[config.mk]
export PLATFORM = sky130hd
export DESIGN_NAME = counter_mod_flat
export DESIGN_NICKNAME = d
export VERILOG_FILES = /design/src/rtl/counter_pkg.sv /design/src/rtl/counter_mod_if.sv /design/src/rtl/counter_prescaler.sv /design/src/rtl/counter_mod.sv /design/src/flat_wrapper.sv
export SDC_FILE = /design/constraint.sdc
export NUM_CORES = 1
export LEC_CHECK = 0
export CAP_MARGIN = 15
export CORE_ASPECT_RATIO = 1.1
export CORE_UTILIZATION = 45
export CTS_CLUSTER_DIAMETER = 120
export DETAILED_ROUTE_END_ITERATION = 10
export PLACE_DENSITY = 0.74
export SYNTH_ARGS = -nofsm -noshare
export SYNTH_HDL_FRONTEND = slang
export SYNTH_HIERARCHICAL = 1
export SYNTH_SLANG_ARGS = --single-unit
[constraint.sdc]
create_clock -name clk -period 2.36 [get_ports clk]
set_clock_uncertainty 0.15 [all_clocks]
set_input_delay 0.354 -clock clk [delete_from_list [all_inputs] [get_ports clk]]
set_output_delay 0.354 -clock clk [all_outputs]
set_load 0.1 [all_outputs]
[src/rtl/counter_pkg.sv]
// Shared encodings for the general-purpose event/tick counter.
// Mode and direction constants used by counter_mod and its users.
package counter_pkg;

  typedef enum logic {
    MODE_WRAP     = 1'b0,
    MODE_SATURATE = 1'b1
  } mode_t;

  localparam logic DIR_DOWN = 1'b0;
  localparam logic DIR_UP   = 1'b1;

endpackage

[src/rtl/counter_mod_if.sv]
// Control/status bundle for counter_mod; master drives controls, slave is the counter.
// prescale_tick exists only when COUNTER_MOD_PRESCALE_EN is defined.
interface counter_mod_if
  import counter_pkg::*;
#(
  parameter int WIDTH = 8
);

  logic             enable;
  logic             up;
  mode_t            mode;
  logic             load;
  logic [WIDTH-1:0] load_value;
  logic             max_wr;
  logic [WIDTH-1:0] max_value;
  logic             clr_ovf;
  logic [WIDTH-1:0] value;
  logic             tc;
  logic             overflow;
`ifdef COUNTER_MOD_PRESCALE_EN
  logic             prescale_tick;
`endif

  modport master (
    output enable, up, mode, load, load_value, max_wr, max_value, clr_ovf,
`ifdef COUNTER_MOD_PRESCALE_EN
    input  prescale_tick,
`endif
    input  value, tc, overflow
  );

  modport slave (
    input  enable, up, mode, load, load_value, max_wr, max_value, clr_ovf,
`ifdef COUNTER_MOD_PRESCALE_EN
    output prescale_tick,
`endif
    output value, tc, overflow
  );

endinterface

[src/rtl/counter_prescaler.sv]
// Divides enabled cycles by PRESCALE; tick_out marks the enabled cycle that completes a period.
// Latency 0 (tick from registered phase); clear/reset restart the phase, enable=0 holds it.
module counter_prescaler #(
  parameter int PRESCALE = 4
) (
  input  logic clk,
  input  logic reset,
  input  logic clear,
  input  logic enable,
  output logic tick_out
);

  localparam int CW = (PRESCALE > 1) ? $clog2(PRESCALE) : 1;

  logic [CW-1:0] cnt;

  assign tick_out = enable && (cnt == CW'(PRESCALE - 1));

  always_ff @(posedge clk) begin
    if (reset || clear) begin
      cnt <= '0;
    end else if (tick_out) begin
      cnt <= '0;
    end else if (enable) begin
      cnt <= cnt + 1'b1;
    end
  end

endmodule

[src/rtl/counter_mod.sv]
// Up/down modulus counter with wrap/saturate, load, terminal-count pulse and sticky overflow.
// Latency 1, no backpressure; optional prescaler under COUNTER_MOD_PRESCALE_EN.
module counter_mod
  import counter_pkg::*;
#(
  parameter int               WIDTH       = 8,
  parameter logic [WIDTH-1:0] RESET_VALUE = '0,
  parameter logic [WIDTH-1:0] MAX_DEFAULT = '1
`ifdef COUNTER_MOD_PRESCALE_EN
  ,
  parameter int               PRESCALE    = 4
`endif
) (
  input  logic         clk,
  input  logic         reset,
  counter_mod_if.slave bus
);

  logic [WIDTH-1:0] value_q;
  logic [WIDTH-1:0] value_nxt;
  logic [WIDTH-1:0] max_reg;
  logic             tc_q;
  logic             ovf_q;
  logic             step;
  logic             evt;
  logic             sat;

`ifdef COUNTER_MOD_PRESCALE_EN
  logic tick;
  logic tick_q;

  counter_prescaler #(
    .PRESCALE (PRESCALE)
  ) u_prescaler (
    .clk      (clk),
    .reset    (reset),
    .clear    (bus.load),
    .enable   (bus.enable),
    .tick_out (tick)
  );

  assign step = tick && !bus.load;

  always_ff @(posedge clk) begin
    if (reset) begin
      tick_q <= 1'b0;
    end else begin
      tick_q <= step;
    end
  end

  assign bus.prescale_tick = tick_q;
`else
  assign step = bus.enable && !bus.load;
`endif

  assign sat = (bus.mode == MODE_SATURATE);

  // A value left above a shrunken modulus is pulled back on the next step, in either direction.
  always_comb begin
    value_nxt = value_q;
    evt       = 1'b0;
    if (bus.load) begin
      value_nxt = (bus.load_value > max_reg) ? max_reg : bus.load_value;
    end else if (step) begin
      if (value_q > max_reg) begin
        value_nxt = max_reg;
      end else if (bus.up == DIR_UP) begin
        if (value_q == max_reg) begin
          evt       = 1'b1;
          value_nxt = sat ? value_q : '0;
        end else begin
          value_nxt = value_q + 1'b1;
        end
      end else begin
        if (value_q == '0) begin
          evt       = 1'b1;
          value_nxt = sat ? value_q : max_reg;
        end else begin
          value_nxt = value_q - 1'b1;
        end
      end
    end
  end

  always_ff @(posedge clk) begin
    if (reset) begin
      value_q <= RESET_VALUE;
      max_reg <= MAX_DEFAULT;
      tc_q    <= 1'b0;
      ovf_q   <= 1'b0;
    end else begin
      value_q <= value_nxt;
      tc_q    <= evt;
      if (bus.max_wr) begin
        max_reg <= bus.max_value;
      end
      if (evt) begin
        ovf_q <= 1'b1;
      end else if (bus.clr_ovf) begin
        ovf_q <= 1'b0;
      end
    end
  end

  assign bus.value    = value_q;
  assign bus.tc       = tc_q;
  assign bus.overflow = ovf_q;

endmodule

[src/flat_wrapper.sv]
// flat-port wrapper written by rule: the top's interface ports become plain ports
module counter_mod_flat import counter_pkg::*;
#(
  parameter int               WIDTH       = 8,
  parameter logic [WIDTH-1:0] RESET_VALUE = '0,
  parameter logic [WIDTH-1:0] MAX_DEFAULT = '1

)
  (clk, reset, bus_enable, bus_up, bus_mode, bus_load, bus_load_value, bus_max_wr, bus_max_value, bus_clr_ovf, bus_value, bus_tc, bus_overflow);
  counter_mod_if #(.WIDTH(WIDTH)) bus_i ();
  input  logic clk;
  input  logic reset;
  input wire logic [$bits(bus_i.enable)-1:0] bus_enable;
  input wire logic [$bits(bus_i.up)-1:0] bus_up;
  input wire logic [$bits(bus_i.mode)-1:0] bus_mode;
  input wire logic [$bits(bus_i.load)-1:0] bus_load;
  input wire logic [$bits(bus_i.load_value)-1:0] bus_load_value;
  input wire logic [$bits(bus_i.max_wr)-1:0] bus_max_wr;
  input wire logic [$bits(bus_i.max_value)-1:0] bus_max_value;
  input wire logic [$bits(bus_i.clr_ovf)-1:0] bus_clr_ovf;
  output wire logic [$bits(bus_i.value)-1:0] bus_value;
  output wire logic [$bits(bus_i.tc)-1:0] bus_tc;
  output wire logic [$bits(bus_i.overflow)-1:0] bus_overflow;
  assign bus_i.enable = bus_enable;
  assign bus_i.up = bus_up;
  assign bus_i.mode = bus_mode;
  assign bus_i.load = bus_load;
  assign bus_i.load_value = bus_load_value;
  assign bus_i.max_wr = bus_max_wr;
  assign bus_i.max_value = bus_max_value;
  assign bus_i.clr_ovf = bus_clr_ovf;
  assign bus_value = bus_i.value;
  assign bus_tc = bus_i.tc;
  assign bus_overflow = bus_i.overflow;
  counter_mod #(.WIDTH(WIDTH), .RESET_VALUE(RESET_VALUE), .MAX_DEFAULT(MAX_DEFAULT)) u_core (.clk(clk), .reset(reset), .bus(bus_i));
endmodule
# --- Word-level counts from Yosys, hierarchy flattened ---
# Cells that the tools add are included.
word_totals:
  reg_bits: 18
  in_bits: 24
  word_cells: 34
classes:
  add_sub_neg: 2
  magnitude_cmp: 2
  eq_ne: 3
  n_mux: 17
  n_reduce_logical: 6
op_table:
  columns: ["op", "count"]
  rows:
  - ["8-bit two-way mux", 9]
  - ["8-bit > comparator", 2]
  - ["5-bit by 4-bit inequality test with 1-bit output, second input constant", 2]
  - ["8-bit by 1-bit adder with 8-bit output, second input constant", 1]
  - ["8-bit == test", 1]
  - ["8-bit zero test", 1]
  - ["1-bit two-way mux", 8]
  - ["8-bit by 1-bit subtractor with 8-bit output, second input constant", 1]
  - ["2-bit nonzero test", 2]
  - ["3-bit AND reduction", 1]
  - ["1-bit logical AND", 1]
  - ["1-bit zero test", 1]

# --- Depth between registers and ports, before layout ---
depth:
  depth_word: 7
  depth_mapped: 10

# --- Worst setup path after synthesis ---
# Ideal clock, no wire load.
synth_path:
  path_kind: "register to register"
  start: "register u_core.value_q[0] (netlist: u_core/bus.value[0])"
  end: "register u_core.value_q[7] (netlist: u_core/bus.value[7])"
  setup_time_ps: 131
  arrival_ps: 3033
  setup_slack_ps: -953
  stages_incl_launch_ff: 10
  path_cell_list: "dfxtp_1 > inv_1 > ha_1 > nand4_1 > or2_1 > and2_4 > or3_4 > a221oi_2 > a211o_1 > a21oi_2"
synth_between:
  elab_chain_cells: 6
synth_rtl:
  columns: ["element", "line", "text"]
  rows:
  - ["start, declared", "counter_mod.sv:19", "logic [WIDTH-1:0] value_q;"]
  - ["start signal, assigned", "counter_mod.sv:93", "value_q <= value_nxt;"]
  - ["8-bit by 1-bit subtractor with 8-bit output, or another cell as far along", "counter_mod.sv:80", "value_nxt = value_q - 1'b1;"]
  - ["8-bit two-way mux, on equally long branches", "counter_mod.sv:76, counter_mod.sv:69", null]
  - ["8-bit two-way mux", "counter_mod.sv:68", "end else if (bus.up == DIR_UP) begin"]
  - ["8-bit two-way mux", "counter_mod.sv:66", "if (value_q > max_reg) begin"]
  - ["8-bit two-way mux", "counter_mod.sv:65", "end else if (step) begin"]
  - ["8-bit two-way mux", "counter_mod.sv:63", "if (bus.load) begin"]
# Several ways; a longest one is shown, not always the timed one. The select of a mux whose other input is x is not followed.
# A chain may end at the register's enable or synchronous reset.

# --- Final worst setup path ---
layout_path:
  start: "register u_core.max_reg[6]"
  end: "register u_core.value_q[4] (netlist: u_core/bus.value[4])"
layout_between:
  elab_chain_cells: 6
layout_rtl:
  columns: ["element", "line", "text"]
  rows:
  - ["start, declared", "counter_mod.sv:21", "logic [WIDTH-1:0] max_reg;"]
  - ["start signal, assigned", "counter_mod.sv:96", "max_reg <= bus.max_value;"]
  - ["branches (longest 6 deep; another with 8-bit > comparator)", null, null]
# Parallel ways; which one is timed is not known. The select of a mux whose other input is x is not followed.

==> results.sh <==
export IMPL_synthCells=208
export IMPL_grt_pass1_vias=1676
export IMPL_clkLatencyLatePin_ns=0.30
export IMPL_worstHoldPathCells=2
export IMPL_design_core_area_um2=3440
export IMPL_crit_fanout=4
export IMPL_powerDensity_nw_per_um2=493
export IMPL_wl_per_cell_um=15.0
export IMPL_grt_max_degree=16
export IMPL_drv_cap=0
export IMPL_routed_wl_mm=5.05
export IMPL_finalInstanceArea_um2=2690
export IMPL_post_place_ws_ns=-0.396
export IMPL_cts_tree="done"
export IMPL_start_kind="flop"
export IMPL_diodes=0
export IMPL_clock_sinks=18
export IMPL_first_pass_iters=4
export IMPL_hp_start="u_core/bus.overflow$_SDFFE_PP0P_"
export IMPL_setup_ws_ns=-0.0296
export IMPL_crit_path_max_incr_delay_ns=0.36
export IMPL_period_minus_slack_ns=2.39
export IMPL_status="complete, but fails checks"
export IMPL_critPathBufInv=2
export IMPL_violations="setup timing"
export IMPL_core_rowCount=22
export IMPL_fin_cells=337
export IMPL_place_congestion=0.891
export IMPL_vias_per_cell=5.63
export IMPL_ant_nets=0
export IMPL_finalHoldViolations=0
export IMPL_htree_levels=1
export IMPL_areaGrowthSynthToFinish_pct=60.8
export IMPL_clkSlewWorstSetupHoldPaths_ns=0.11
export IMPL_cp_slowest_cell="dfxtp_2"
export IMPL_placed_cells_incl_taps=330
export IMPL_vias=1897
export IMPL_min_to="u_core/bus.overflow$_SDFFE_PP0P_"
export IMPL_slew_headroom_pct=66.4
export IMPL_r2r_end="u_core/bus.value[4]$_SDFFE_PP0P_"
export IMPL_dp_hpwl_mm=3.70
export IMPL_place_area_um2=2400
export IMPL_critPathRequiredTime_ns=2.45
export IMPL_antenna_found_initial=0
export IMPL_netlist_area_um2=1670
export IMPL_drt_iter0_drc=186
export IMPL_cts_buffers_inserted=3
export IMPL_die_area_um2=3970
export IMPL_cts_hold_buf=0
export IMPL_rsz0062_at_grt="true"
export IMPL_clock_fmax_mhz=418
export IMPL_start_util_pct=48.6
export IMPL_syn_num_nets=251
export IMPL_drive_gt1_share_pct=44.3
export IMPL_tightestPinTransition_ns=0.502
export IMPL_yosysWarnings=6
export IMPL_post_route_drc_count=0
export IMPL_crit_type="reg -> reg"
export IMPL_nFillCells=228
export IMPL_final_common_cell="buf_4"
export IMPL_synth_seq_cells=18
export IMPL_end_kind="flop"
export IMPL_hp_class="reg -> reg"
export IMPL_seq_area_um2=399
export IMPL_cts_max_path_buffers=2
export IMPL_io_pins=34
export IMPL_synth_cell_type_count=45
export IMPL_cts_root_buf="clkbuf_4"
export IMPL_worst_r2r_path_depth=10
export IMPL_rrSetupSlack_ns=-0.03
export IMPL_layout_common_cells="58 x buf_4, 22 x clkdlybuf4s50_1, 21 x nand2_1"
export IMPL_grt_util_all_layers_pct=25.0
export IMPL_nets=334
export IMPL_avgSynthCellArea_um2=8.04
export IMPL_cellLeakagePower_nw=1.16
export IMPL_setup_viol=2
export IMPL_cp_cell_sequence="inv_2, ha_4, nand4_1, or2_1, and2_4, buf_6, nor2_4, o21ai_2, a211o_1, a21oi_2"
export IMPL_drv_slew=0
export IMPL_overflow=0
export IMPL_rr_startpoint="u_core/max_reg[6]$_SDFFE_PP1P_"
export IMPL_cp_top_family="simple AND/OR/NAND/NOR gates"
export IMPL_ys_seq_area_share_pct=21.5
export IMPL_fp_dieW_um=60.1
export IMPL_io_buffers=33
export IMPL_vdd_drop_max_uv=338
export IMPL_fp_dieH_um=65.9
export IMPL_finalCritPeriodShare_pct=101
export IMPL_multi_input_area_um2=1420
export IMPL_grt_pass1_wl_mm=7.58
export IMPL_worstPathArrival_ns=2.48
area by class of cell:
type,instances,area share (%)
flip-flops and latches,18,14.8
well taps,48,2.23
clock buffers,3,0.837
repair buffers,86,27.1
inverters,15,2.28
multi-input cells,167,52.7
stage by stage:
step	TNS [ns]	power, mW	hold slack (ns)	util, %
4_1_cts	-0.00292	1.25	0.336	73.0
3_3_place_gp	-2.16	1.06	0.312	69.9
6_report	-0.0414	1.33	0.335	78.2
2_1_floorplan	-0.655	0.827	0.288	-
5_1_grt	-0.446	1.41	0.357	78.2
3_5_place_dp	-2.90	1.07	0.317	69.9
synthesized netlist by cell type (all sizes together):
| cell | instances | area (µm²) |
|---|---|---|
| o21bai | 1 | 18.8 |
| o22ai | 5 | 37.5 |
| dfxtp | 18 | 360 |
| or2 | 2 | 12.5 |
| nand2b | 1 | 6.26 |
| o211ai | 10 | 75.1 |
| o311ai | 1 | 8.76 |
| a31oi | 2 | 12.5 |
| o21ai | 7 | 35.0 |
| or3b | 1 | 8.76 |
| a311oi | 3 | 26.3 |
| nor2 | 16 | 67.6 |
| a22o | 2 | 17.5 |
| a21o | 1 | 7.51 |
| xnor2 | 3 | 26.3 |
| mux2 | 3 | 33.8 |
| or3 | 1 | 11.3 |
| a21oi | 16 | 83.8 |
| or4 | 1 | 11.3 |
| and3 | 5 | 31.3 |
| nand3 | 11 | 55.1 |
| a211o | 3 | 26.3 |
| mux2i | 6 | 60.1 |
| a211oi | 2 | 15.0 |
| a22oi | 4 | 30.0 |
| a221oi | 2 | 30.0 |
| nor3 | 3 | 20.0 |
| nor4 | 1 | 21.3 |
| buf | 2 | 12.5 |
| nand2 | 21 | 78.8 |
| clkbuf | 6 | 22.5 |
| and2 | 1 | 8.76 |
| nor2b | 3 | 18.8 |
| inv | 15 | 56.3 |
| o31ai | 3 | 36.3 |
| ha | 19 | 238 |
| nand4 | 4 | 25.0 |
| xor2 | 3 | 26.3 |
kinds of logic (layout without fill, tap and decap cells):
group	Yosys count	in the layout	synth area share, %
DFF	18	18	21.5
AOI/OAI and AO/OA	62	62	27.5
xor gates and xnor gates	6	6	3.14
and+or+nand+nor	71	71	22.5
muxes	9	9	5.61
buffers and inverters	23	104	5.46
adders and majority gates	19	19	14.2
metal layers:
layer  share of wire, %  vias to the layer above  GRT usage [%]
met2                 51                       50           44.2
met5                  0                        -              0
li1                   -                      943              -
met4                1.4                        0           8.43
met3                3.0                       10           2.35
met1                 45                      894           30.8
worst max-delay path by stage:
| stage | startpoint | to | slack (ns) | depth (start not counted) |
|---|---|---|---|---|
| 3_5_place_dp | bus_load_value[1] | u_core/bus.value[5]$_SDFFE_PP0P_ | -0.40 | 9 |
| 3_3_place_gp | bus_load_value[1] | u_core/bus.value[0]$_SDFFE_PP0P_ | -0.31 | 10 |
| 4_1_cts | u_core/max_reg[1]$_SDFFE_PP1P_ | u_core/bus.value[2]$_SDFFE_PP0P_ | -0.003 | 12 |
| 6_report | u_core/max_reg[6]$_SDFFE_PP1P_ | u_core/bus.value[4]$_SDFFE_PP0P_ | -0.03 | 10 |
| 5_1_grt | u_core/max_reg[6]$_SDFFE_PP1P_ | u_core/bus.value[4]$_SDFFE_PP0P_ | -0.10 | 10 |
| 2_1_floorplan | u_core/bus.value[0]$_SDFFE_PP0P_ | u_core/bus.value[7]$_SDFFE_PP0P_ | -0.12 | 9 |
power breakdown:
group          leakage, nW  switching [mW]  internal (mW)
clock network       0.0138           0.101         0.0595
registers            0.152          0.0281          0.337
logic                0.993           0.445          0.354
total                 1.16           0.574          0.751
tightest hold or removal path: stages, from the launching register on:
cell	delay, ns
dfxtp_1	0.33
nand2b_1	0.06
a21oi_1	0.06
timing repair:
item	in CTS	in global routing
cloned	0	0
gates resized for setup	20	35
pin swaps	11	19
buffers inserted	2	4
setup endpoints to repair	8	9
(Power assumes the default switching activity.)
